===== src/rtl/task1_sbox_init.sv =====
// rtl/task1_sbox_init.sv - ARC4 stage 1: fills the 256x8 state RAM with S[i] = i after reset

// Single-port 256x8 RAM with a synchronous write and a registered read.
// RAM contents are never reset.
module task1_sbox_ram (
    input  logic       clock,
    input  logic [7:0] address,
    input  logic [7:0] data,
    input  logic       wren,
    output logic [7:0] q
);

    logic [7:0] mem_data [0:255];

    // Write port plus registered read of the addressed word
    always_ff @(posedge clock) begin
        if (wren) begin
            mem_data[address] <= data;
        end
        q <= mem_data[address];
    end

endmodule

module task1_sbox_init (
    input  logic       CLOCK_50,
    input  logic [3:0] KEY,
    input  logic [9:0] SW,
    output logic [6:0] HEX0,
    output logic [6:0] HEX1,
    output logic [6:0] HEX2,
    output logic [6:0] HEX3,
    output logic [6:0] HEX4,
    output logic [6:0] HEX5,
    output logic [9:0] LEDR
);

    localparam logic [1:0] ST_START = 2'd0;
    localparam logic [1:0] ST_FILL  = 2'd1;
    localparam logic [1:0] ST_DONE  = 2'd2;

    logic       w_rst_n;
    logic [1:0] r_state;
    logic [7:0] r_i;
    logic       w_wren;
    logic [7:0] w_address;
    logic [7:0] w_data;
    logic [7:0] w_q;
    logic       w_done;
    logic       w_unused;

    // KEY[3] is the asynchronous active-low reset; the other keys and switches do nothing here
    assign w_rst_n  = KEY[3];
    assign w_unused = ^{SW, KEY[2:0], w_q};

    // Sequencer: one idle cycle in START, then one write per cycle until i == 255 has been written
    always_ff @(posedge CLOCK_50 or negedge w_rst_n) begin
        if (!w_rst_n) begin
            r_state <= ST_START;
            r_i     <= 8'd0;
        end else begin
            case (r_state)
                ST_START: begin
                    r_i     <= 8'd0;
                    r_state <= ST_FILL;
                end
                ST_FILL: begin
                    r_i <= r_i + 8'd1;
                    // Exit on the last index, not on the counter wrapping back to zero
                    if (r_i == 8'hFF) begin
                        r_state <= ST_DONE;
                    end
                end
                ST_DONE: begin
                    r_state <= ST_DONE;
                end
                default: begin
                    r_state <= ST_START;
                    r_i     <= 8'd0;
                end
            endcase
        end
    end

    // Write strobe decoded straight from state so a reset drops it immediately;
    // address and data are parked at zero whenever no write is in progress
    assign w_wren    = (r_state == ST_FILL);
    assign w_address = w_wren ? r_i : 8'd0;
    assign w_data    = w_wren ? r_i : 8'd0;
    assign w_done    = (r_state == ST_DONE);

    task1_sbox_ram s (
        .clock   (CLOCK_50),
        .address (w_address),
        .data    (w_data),
        .wren    (w_wren),
        .q       (w_q)
    );

    // Displays are blanked (active-low) and only LEDR[0] carries status
    assign HEX0 = 7'b1111111;
    assign HEX1 = 7'b1111111;
    assign HEX2 = 7'b1111111;
    assign HEX3 = 7'b1111111;
    assign HEX4 = 7'b1111111;
    assign HEX5 = 7'b1111111;
    assign LEDR = {9'd0, w_done};

endmodule


===== config.mk =====
export PLATFORM = sky130hd
export DESIGN_NAME = task1_sbox_init
export DESIGN_NICKNAME = d
export VERILOG_FILES = /design/src/rtl/task1_sbox_init.sv
export SDC_FILE = /design/constraint.sdc
export NUM_CORES = 1
export LEC_CHECK = 0
export BUFFER_PORTS_ARGS = -buffer_cell sky130_fd_sc_hd__buf_2
export CORE_ASPECT_RATIO = 1.2
export CORE_MARGIN = 2
export CORE_UTILIZATION = 45
export CTS_BUF_LIST = sky130_fd_sc_hd__clkbuf_8
export DETAILED_ROUTE_END_ITERATION = 10
export PLACE_DENSITY = 0.95
export SLEW_MARGIN = 20
export SYNTH_ARGS = -nofsm -noshare
export SYNTH_HDL_FRONTEND = slang
export SYNTH_SLANG_ARGS = --single-unit

===== constraint.sdc =====
create_clock -name CLOCK_50 -period 2.6 [get_ports CLOCK_50]
set_input_delay 0.13 -clock CLOCK_50 [delete_from_list [all_inputs] [get_ports CLOCK_50]]
set_output_delay 0.13 -clock CLOCK_50 [all_outputs]
set_load 0.03 [all_outputs]

==> metrics.cfg, run 1 <==
[cells_and_area]
finalInstanceArea_um2=830
n_fill_cell=235
syn_to_final_growth_pct=-12.4
diodes=0
fin_cells=130
drive_gt1_share_pct=10.0
final-seq-area_um2=250
multi_input_area_um2=472
final_core_util_pct=40.9
nets=130

[floorplan]
core_mm2=0.00203
rows=18
initial_utilization_pct=46.7
die-area_mm2=0.00249
pin_count=67
die_w_um=45.9
die_h_um=54.3

[logic_synthesis]
ys_seq_elements=10
synth.largest_area_cell=buf_4
synthAdderAreaFrac_pct=5.28
ys_async_sr_fraction_pct=100
ys_seq_area_share_pct=26.4
synthMuxAreaShare_pct=2.38
syn_avg_cell_area_um2=8.85
synth_top_area_share_pct=41.2
synth_edf_count=0
synth_top_family_by_area=buffers and inverters
syn_area_um2=947
synth_common_cells=buf_4 (52), dfrtp_1 (10), o21ai_0 (9)
synthXorXnorAreaFrac_pct=0.925
synth_most_common_cell=buf_4
synthSimpleGateAreaFrac_pct=13.5
synthTopCellsByArea=buf_4 (41%), dfrtp_1 (26%), ha_1 (5.3%), o21ai_0 (4.8%), nand4b_4 (2.5%)
ys_warn_count=0
syn_inst=107
yosys_most_used_dff=dfrtp_1
synth_compound_area_share_pct=7.53
synth.distinct_cells=23

[timing]
rsz0062_at_grt=no
timing.hold.ws_ns=0.281
finalCriticalPeriod_ns=1.61
setup-tns-final_ns=0
hold_viol_final=0
drv_slew=0
setup_viol=0
fmax_ghz=0.620
fin_skew_ns=0.00184
fin_crit_sh_pct=62.0
postLayoutSetupSlackWorst_ns=0.987

[critical_path]
required_ns=2.76
crit_path_max_incr_delay_ns=0.50
path_cells=inv_1 -> ha_1 -> nand2b_4 -> or4_1 -> o21ai_0
critPathSlowestCell=or4_1
arrival_ns=1.77
cp-start-kind=flop
crit_type=flop to flop
crit_fanout=11
end_kind=flop

[grt]
grt_pass1_vias=410
antenna_found_initial=0
grt_usage_pct=10.6
grt_overflow_total=0
grt_max_degree=12
grt_pass1_wl_mm=1.77

[placement]
port_buffers=2
place_ws_ns=0.991
dp_hpwl_um=901
place_inst=125
globalplace.congestion=0.775
place_area_um2=764

[pwr]
powerDensity_mw_per_mm2=548
irDropWorstVdd_mv=0.319
finalPower_mw=0.455
power.leakage_nw=0.472

[route]
dr_wl_met2_um=555
route.detailed.drc=0
drt-met1-wl_um=404
routed.top_layer=met4
vias=540
drtPass1Iterations=4
drt_iter0_drc=5
vias_per_cell=4.15
met3_length_um=139
drt-total-wl_mm=1.14
post_drt_wl_per_cell_um=8.79
antenna_left=0

[clock_network]
clkLatencyLatePin_ns=0.24
clk_path_buf_depth=2
numCtsBuffers=3
clockRootBuffer=clkbuf_8
cts_tree=done
numClockSinks=10
h-tree-depth=1
cts_setup_buffers=0
clk_pin_slew_ns=0.05
ctsResizeCount=0

[hold_path]
hold_path_class=input pin to asynchronous set/reset pin

[status]
outcome=finished clean

[job]
maxCapViolations=0

==> path summary, 6_finish.rpt <==
kind | start | to | slack (ns) | depth (start not counted)
setup / recovery | r_state[0]$_DFFE_PN0P_ | r_i[6]$_DFFE_PN0N_ | 0.99 | 5
hold / removal | KEY[3] | r_i[0]$_DFFE_PN0N_ | 0.28 | 2
setup reg to reg | r_state[0]$_DFFE_PN0P_ | r_i[6]$_DFFE_PN0N_ | 0.99 | 5
hold reg to reg | r_state[0]$_DFFE_PN0P_ | r_state[0]$_DFFE_PN0P_ | 0.55 | 1
max in group asynchronous | KEY[3] | r_i[5]$_DFFE_PN0N_ | 2.13 | 2
min in group CLOCK_50 | r_state[0]$_DFFE_PN0P_ | r_state[0]$_DFFE_PN0P_ | 0.55 | 1
==> cells in the final DEF (no fill, tap or decap) <==
| cell type | Yosys | layout |
|---|---|---|
| nor2_1 | 2 | 2 |
| a21oi_1 | 2 | 2 |
| dfrtp_1 | 10 | 10 |
| nand2b_1 | 1 | 1 |
| buf_2 | 0 | 2 |
| nand4b_4 | 1 | 1 |
| o21ai_0 | 9 | 9 |
| nand2b_4 | 1 | 1 |
| mux2_2 | 2 | 2 |
| or4_1 | 1 | 1 |
| inv_1 | 2 | 2 |
| nor2b_1 | 1 | 1 |
| conb_1 | 2 | 51 |
| a21o_1 | 1 | 1 |
| or3_1 | 2 | 2 |
| nand4_1 | 1 | 1 |
| xor2_1 | 1 | 1 |
| clkbuf_8 | 0 | 4 |
| nand2_1 | 5 | 5 |
| nand3_1 | 3 | 3 |
| nor3_1 | 2 | 2 |
| ha_1 | 4 | 4 |
| dlygate4sd3_1 | 0 | 1 |
| a21o_2 | 1 | 1 |
==> cell type report <==
class                           instances  share of cell area [%]
Clock buffer                            4                    6.64
Inverter                                2                   0.905
Multi-Input combinational cell         91                    56.9
Sequential cell                        10                    30.2
Tap cell                               20                    3.02
Timing Repair Buffer                    3                    2.41
==> sequential cells by signal (all words and copies together), names as in the netlist <==
register and count:
r_i 8, r_state 2
==> routing by layer <==
layer  vias to the layer above  track usage (%)
met5                         -                0
met4                         0             10.0
met3                         5             3.96
met2                        35             15.5
met1                       250             11.6
li1                        250                -
==> critical path, delay by kind of cell, from the launching register on <==
kind | cells | cell delay, ns
AOI/OAI and AO/OA | 1 | 0.09
buffers and inverters | 1 | 0.07
adders and majority gates | 1 | 0.31
DFF | 1 | 0.36
and+or+nand+nor | 2 | 0.70
==> cells by family after synthesis <==
logic type,Yosys count
flops,10
mux,2
compound gates,13
fa+ha+maj,4
other cells,2
buf+inv,55
xor+xnor,1
simple gates,20
==> power breakdown <==
part	switching [mW]	internal (mW)	total, mW
registers	0	0.156	0.156
logic	0.100	0.00153	0.102
clock network	0.0639	0.133	0.197
==> timing repair <==
action / 4_1_cts / 5_1_grt
hold buffers: 1 / 0
endpoints found under the setup margin: 0 / 0
endpoints found under the hold margin: 10 / 0
Note: power is estimated with default switching activity, not from simulation.
==> run 2, diff against run 1 <==
ABC_AREA = 1   (was unset)
CORE_UTILIZATION = 38   (was 45)
PLACE_DENSITY = 0.86   (was 0.95)
clock period = 1.45 ns   (was 2.6 ns; I/O delays follow)
==> metrics.cfg, run 2 <==
[status]
outcome=finished clean

[grt]
grt_overflow_total=0  ; unchanged
antenna_found_initial=0  ; unchanged
grt_pass1_vias=453  ; +10%
grt_pass1_wl_mm=1.77  ; -0.39%
grt_usage_pct=7.86  ; -2.8 points
grt_max_degree=11  ; -1

[placement]
place_ws_ns=0.142  ; -0.849 ns
port_buffers=2  ; unchanged
place_area_um2=776  ; +1.5%
globalplace.congestion=0.801  ; +3.3%
dp_hpwl_um=899  ; -0.14%

[critical_path]
crit_fanout=6  ; -5
crit_path_max_incr_delay_ns=0.38  ; -0.12 ns
crit_cells=3  ; -2
critPathSlowestCell=dfrtp_1
path_delay_family=flip-flops
r2r-end=r_i[5]$_DFFE_PN0N_
arrival_ns=1.26  ; -0.51 ns
path_cells=inv_1 -> ha_1 -> buf_2
worstPathBufferInverterCount=2  ; +1
required_ns=1.38  ; -1.38 ns
crit_type=flop to primary output
cp-start-kind=flop
timing.rr.start=r_state[0]$_DFFE_PN0P_
end_kind=primary output
worstRegToRegCells=8  ; +3
r2r_setup_slack_ns=0.13  ; -0.86 ns

[logic_synthesis]
synth_top_area_share_pct=41.8  ; +0.61 points
ys_warn_count=0  ; unchanged
ys_seq_area_share_pct=26.8  ; +0.39 points
syn_avg_cell_area_um2=7.59  ; -14%
yosys_most_used_dff=dfrtp_1
synth_edf_count=0  ; unchanged
synth_most_common_cell=buf_4
synth.distinct_cells=14  ; -39%
synth.largest_area_cell=buf_4
ys_seq_elements=10  ; unchanged
synthTopCellsByArea=buf_4 (42%), dfrtp_1 (27%), nand2_1 (7.6%), ha_1 (5.4%), nor2_1 (3.6%)
syn_area_um2=933  ; -1.5%
syn_inst=123  ; +15%
ys_async_sr_fraction_pct=100  ; unchanged
synth_common_cells=buf_4 (52), nand2_1 (19), dfrtp_1 (10)

[cells_and_area]
syn_to_final_growth_pct=-11.4
nets=147  ; +13%
n_fill_cell=265  ; +13%
layout_common_cells=conb_1 (51), nand2_1 (19), dfrtp_1 (10), nor2_1 (9), inv_1 (7)
layout_commonest_cell=conb_1
finalInstanceArea_um2=827  ; -0.30%
diodes=0  ; unchanged
top_regs=r_i (8), r_state (2)
largest_register=r_i
largest_register_ffs=8  ; unchanged
drive_gt1_share_pct=7.94  ; -2.1 points

[timing]
rsz0062_at_grt=no
drv_slew=0  ; unchanged
setup_viol=0  ; unchanged
finalCriticalPeriod_ns=1.33
fmax_ghz=0.753
timing.hold.ws_ns=0.242  ; -0.0395 ns
fin_crit_sh_pct=91.6
hold_viol_final=0  ; unchanged
fin_skew_ns=0.00369  ; +0.00185 ns
postLayoutSetupSlackWorst_ns=0.121  ; -0.866 ns
setup-tns-final_ns=0  ; unchanged

[clock_network]
clkLatencyLatePin_ns=0.23  ; about the same
clockRootBuffer=clkbuf_8
holdBufCountCts=1  ; unchanged
numCtsBuffers=3  ; unchanged
clk_path_buf_depth=2  ; unchanged
clk_pin_slew_ns=0.05  ; about the same
cts_tree=done
numClockSinks=10  ; unchanged
ctsResizeCount=0  ; unchanged
cts_setup_buffers=0  ; unchanged
h-tree-depth=1  ; unchanged

[route]
vias=562  ; +4.1%
vias_per_cell=3.58  ; -14%
route.detailed.drc=0  ; unchanged
post_drt_wl_per_cell_um=7.17  ; -19%
drt_iter0_drc=3  ; -2
drtPass1Iterations=3  ; -1
drt-total-wl_mm=1.13  ; -1.6%
antenna_left=0  ; unchanged

[floorplan]
rows=19  ; +1
die_h_um=58.3  ; +7.4%
initial_utilization_pct=40.5  ; -6.3 points
core_mm2=0.00231  ; +14%
pin_count=67  ; unchanged
die_w_um=49.2  ; +7.3%
die-area_mm2=0.00287  ; +15%

[pwr]
power.leakage_nw=0.482  ; +2.1%
powerDensity_mw_per_mm2=897  ; +64%
finalPower_mw=0.742  ; +63%
irDropWorstVdd_mv=0.775  ; +140%

[job]
maxCapViolations=0  ; unchanged

[hold_path]
hold_path_class=input pin to asynchronous set/reset pin

-- run 2: changes by cell type after synthesis, moves of 2 or more --
cell and change:
inv_1 +5, nand2_2 +2, nor2_2 +2, o21ai_0 -7, nor2_1 +7, a21oi_1 +4, nand2_1 +14, mux2_2 -2
or3_1 -2
-- run 2: how the worst max path moves through the flow --
stage                           start                  to
3_3_place_gp   r_state[0]$_DFFE_PN0P_  r_i[5]$_DFFE_PN0N_
3_5_place_dp   r_state[0]$_DFFE_PN0P_  r_i[5]$_DFFE_PN0N_
5_1_grt        r_state[0]$_DFFE_PN0P_  r_i[5]$_DFFE_PN0N_
6_report       r_state[0]$_DFFE_PN0P_             LEDR[0]
2_1_floorplan  r_state[0]$_DFFE_PN0P_  r_i[5]$_DFFE_PN0N_
4_1_cts        r_state[0]$_DFFE_PN0P_             LEDR[0]
-- run 2: layout make-up --
class / instances / area (um2) / area share, %
Multi-Input combinational cell: 102 / 447 / 54.0
Sequential cell: 10 / 250 / 30.3
Clock buffer: 3 / 41.3 / 4.99
Tap cell: 31 / 38.8 / 4.69
Inverter: 8 / 30.0 / 3.63
Timing Repair Buffer: 3 / 20.0 / 2.42
-- run 2: cell families (layout without fill, tap and decap cells) --
kind of cell    count (synthesis)  count (layout)  synth area share, %
other cells                     2              51                0.805
simple gates                   39              39                 17.7
flops                          10              10                 26.8
compound gates                  8               8                 4.29
buf+inv                        60              14                 45.0
fa+ha+maj                       4               4                 5.36
-- run 2: worst reg2reg max path: cells and delay by family, from the launching register on --
family          cells  cell delay, ns
flops               1            0.34
buf+inv             2            0.20
compound gates      1            0.04
simple gates        4            0.35
fa+ha+maj           1            0.29
-- run 2: metrics by stage --
stage / instances / util [%]
2_1_floorplan: 172 / -
3_3_place_gp: 153 / 33.6
6_report: 157 / 35.9
4_1_cts: 157 / 35.9
5_1_grt: 157 / 35.9
3_5_place_dp: 153 / 33.6
-- run 2: routing by layer --
metal | GRT usage (%) | wire length (um) | up-vias
met3 | 3.81 | 122 | 0
li1 | - | - | 282
met4 | 1.22 | 0 | 0
met5 | 0 | 0 | -
met1 | 9.00 | 446 | 251
met2 | 13.5 | 556 | 29
-- run 2: power breakdown --
group | internal [mW] | switching [mW] | total [mW]
sequential | 0.280 | 0 | 0.280
combinational | 0.00275 | 0.180 | 0.182
clock | 0.181 | 0.0985 | 0.279
==> run 3, diff against run 2 <==
BUFFER_PORTS_ARGS = unset   (was -buffer_cell sky130_fd_sc_hd__buf_2)
CORE_UTILIZATION = 58   (was 38)
DONT_BUFFER_PORTS = 1   (was unset)
PLACE_DENSITY = 0.84   (was 0.86)
==> metrics.cfg, run 3 (synthesized netlist as in run 2, its figures left out) <==
[clock_network]
clockRootBuffer=clkbuf_8
holdBufCountCts=1  ; unchanged
cts_tree=done
clk_path_buf_depth=2  ; unchanged
clkLatencyLatePin_ns=0.24  ; about the same
numClockSinks=10  ; unchanged
clk_pin_slew_ns=0.05  ; about the same
numCtsBuffers=3  ; unchanged
ctsResizeCount=0  ; unchanged
h-tree-depth=1  ; unchanged
cts_setup_buffers=0  ; unchanged

[pwr]
power.leakage_nw=0.485  ; +0.65%
p_switching_mw=0.293  ; +5.5%
p_int_mw=0.521  ; +12%
p_sw_share_pct=36.0  ; -1.4 points
clockPowerShare_pct=43.3  ; +5.6 points
irDropWorstVdd_mv=0.631  ; -19%
p_comb_share_pct=22.3  ; -2.3 points
powerDensity_mw_per_mm2=992  ; +11%
p_seq_share_pct=34.4  ; -3.4 points

[timing]
finalCriticalPeriod_ns=1.33  ; -0.00267 ns
fin_skew_ns=0.00225  ; -0.00144 ns
setup_viol=0  ; unchanged
rsz0062_at_grt=no
setup-tns-final_ns=0  ; unchanged
drv_slew=0  ; unchanged
hold_viol_final=0  ; unchanged
fin_crit_sh_pct=91.4  ; -0.18 points
fmax_ghz=0.754  ; +0.20%
postLayoutSetupSlackWorst_ns=0.124  ; +0.00267 ns

[route]
vias_per_cell=3.96  ; +11%
drt-total-wl_mm=1.31  ; +17%
route.detailed.drc=0  ; unchanged
drt_iter0_drc=12  ; +9
vias=566  ; +0.71%
drtPass1Iterations=7  ; +4
antenna_left=0  ; unchanged
post_drt_wl_per_cell_um=9.17  ; +28%

[cells_and_area]
n_fill_cell=146  ; -45%
drive_gt1_share_pct=7.94  ; unchanged
fin_cells=143  ; -8.9%
largest_register=r_i
largest_register_ffs=8  ; unchanged
layout_common_cells=conb_1 (51), nand2_1 (19), dfrtp_1 (10), nor2_1 (9), inv_1 (7)
final_core_util_pct=56.1  ; +20 points
diodes=0  ; unchanged
layout_commonest_cell=conb_1
nets=146  ; -0.68%
top_regs=r_i (8), r_state (2)
syn_to_final_growth_pct=-12.1
finalInstanceArea_um2=821  ; -0.76%
multi_input_area_um2=447  ; unchanged
final-seq-area_um2=250  ; unchanged

[critical_path]
path_cells=inv_1 -> ha_1 -> inv_2 -> nand2_1 -> nor2_1 -> nand2_1 -> nand2_1 -> a21oi_1
endpoint=r_i[5]$_DFFE_PN0N_
cp-start-kind=flop
crit_start=r_state[0]$_DFFE_PN0P_
r2r_setup_slack_ns=0.12  ; about the same
crit_path_max_incr_delay_ns=0.34  ; -0.04 ns
critPathSlowestCell=dfrtp_1
end_kind=flop
crit_type=flop to flop
timing.rr.start=r_state[0]$_DFFE_PN0P_
cp_common_cell=nand2_1
required_ns=1.58  ; +0.20 ns
worstRegToRegCells=8  ; unchanged
crit_fanout=6  ; unchanged
r2r-end=r_i[5]$_DFFE_PN0N_
arrival_ns=1.46  ; +0.20 ns

[floorplan]
die_h_um=47.9  ; -18%
pin_count=67  ; unchanged
core_mm2=0.00146  ; -37%
die-area_mm2=0.00195  ; -32%
rows=15  ; -4
initial_utilization_pct=63.8  ; +23 points
die_w_um=40.6  ; -18%

[grt]
grt_overflow_total=0  ; unchanged
grt_pass1_wl_mm=1.79  ; +1.2%
grt_usage_pct=14.3  ; +6.4 points
antenna_found_initial=0  ; unchanged
grt_max_degree=11  ; unchanged
grt_pass1_vias=454  ; +0.22%

[job]
maxCapViolations=0  ; unchanged

[placement]
globalplace.congestion=0.854  ; +6.7%
place_ws_ns=0.147  ; +0.00499 ns
place_inst=138  ; -9.8%
dp_hpwl_mm=1.03  ; +15%
place_area_um2=756  ; -2.6%
port_buffers=0  ; -2

[hold_path]
hold_path_class=input pin to asynchronous set/reset pin

[status]
outcome=finished clean

-- run 3: power groups by stage --
stage,clock [mW],sequential [mW],combinational [mW]
floorplan,0,0.284,0.278
global placement,0,0.284,0.171
detailed placement,0,0.284,0.171
CTS,0.355,0.280,0.178
global route,0.371,0.279,0.195
finish,0.352,0.280,0.182
-- run 3: layer usage --
layer  share of wire, %  track usage (%)  up-vias
li1                   -                -      280
met1                 32             15.1      258
met2                 58             24.8       25
met3                7.3             4.19        3
met4                1.9             8.00        0
met5                  0                0        -
-- run 3: how the worst min path moves through the flow --
stage | start | slack (ns) | endpoint
after CTS | KEY[3] | 0.24 | r_state[0]$_DFFE_PN0P_
after detailed placement | KEY[3] | -0.22 | r_state[0]$_DFFE_PN0P_
after global placement | KEY[3] | -0.22 | r_state[0]$_DFFE_PN0P_
final | KEY[3] | 0.22 | r_i[7]$_DFFE_PN0N_
after global routing | KEY[3] | 0.26 | r_i[7]$_DFFE_PN0N_
after floorplan | KEY[3] | -0.22 | r_i[0]$_DFFE_PN0N_
-- run 3: critical path: cells and delay by family, from the launching register on --
| family | cells | cell delay, ns |
|---|---|---|
| AOI/OAI and AO/OA | 1 | 0.04 |
| adders and majority gates | 1 | 0.28 |
| buffers and inverters | 2 | 0.20 |
| DFF | 1 | 0.34 |
| and+or+nand+nor | 4 | 0.35 |
-- run 3: stage by stage --
stage	hold WS (ns)	power, mW
2_1_floorplan	-0.223	0.562
3_3_place_gp	-0.223	0.455
3_5_place_dp	-0.223	0.455
4_1_cts	0.235	0.813
5_1_grt	0.259	0.845
6_report	0.218	0.814
-- run 3: final cells by class --
cell class / instances / area share, %
tap: 17 / 2.59
timing repair buffer: 2 / 2.13
multi-input combinational: 102 / 54.4
sequential: 10 / 30.5
clock buffer: 4 / 6.71
inverter: 8 / 3.66
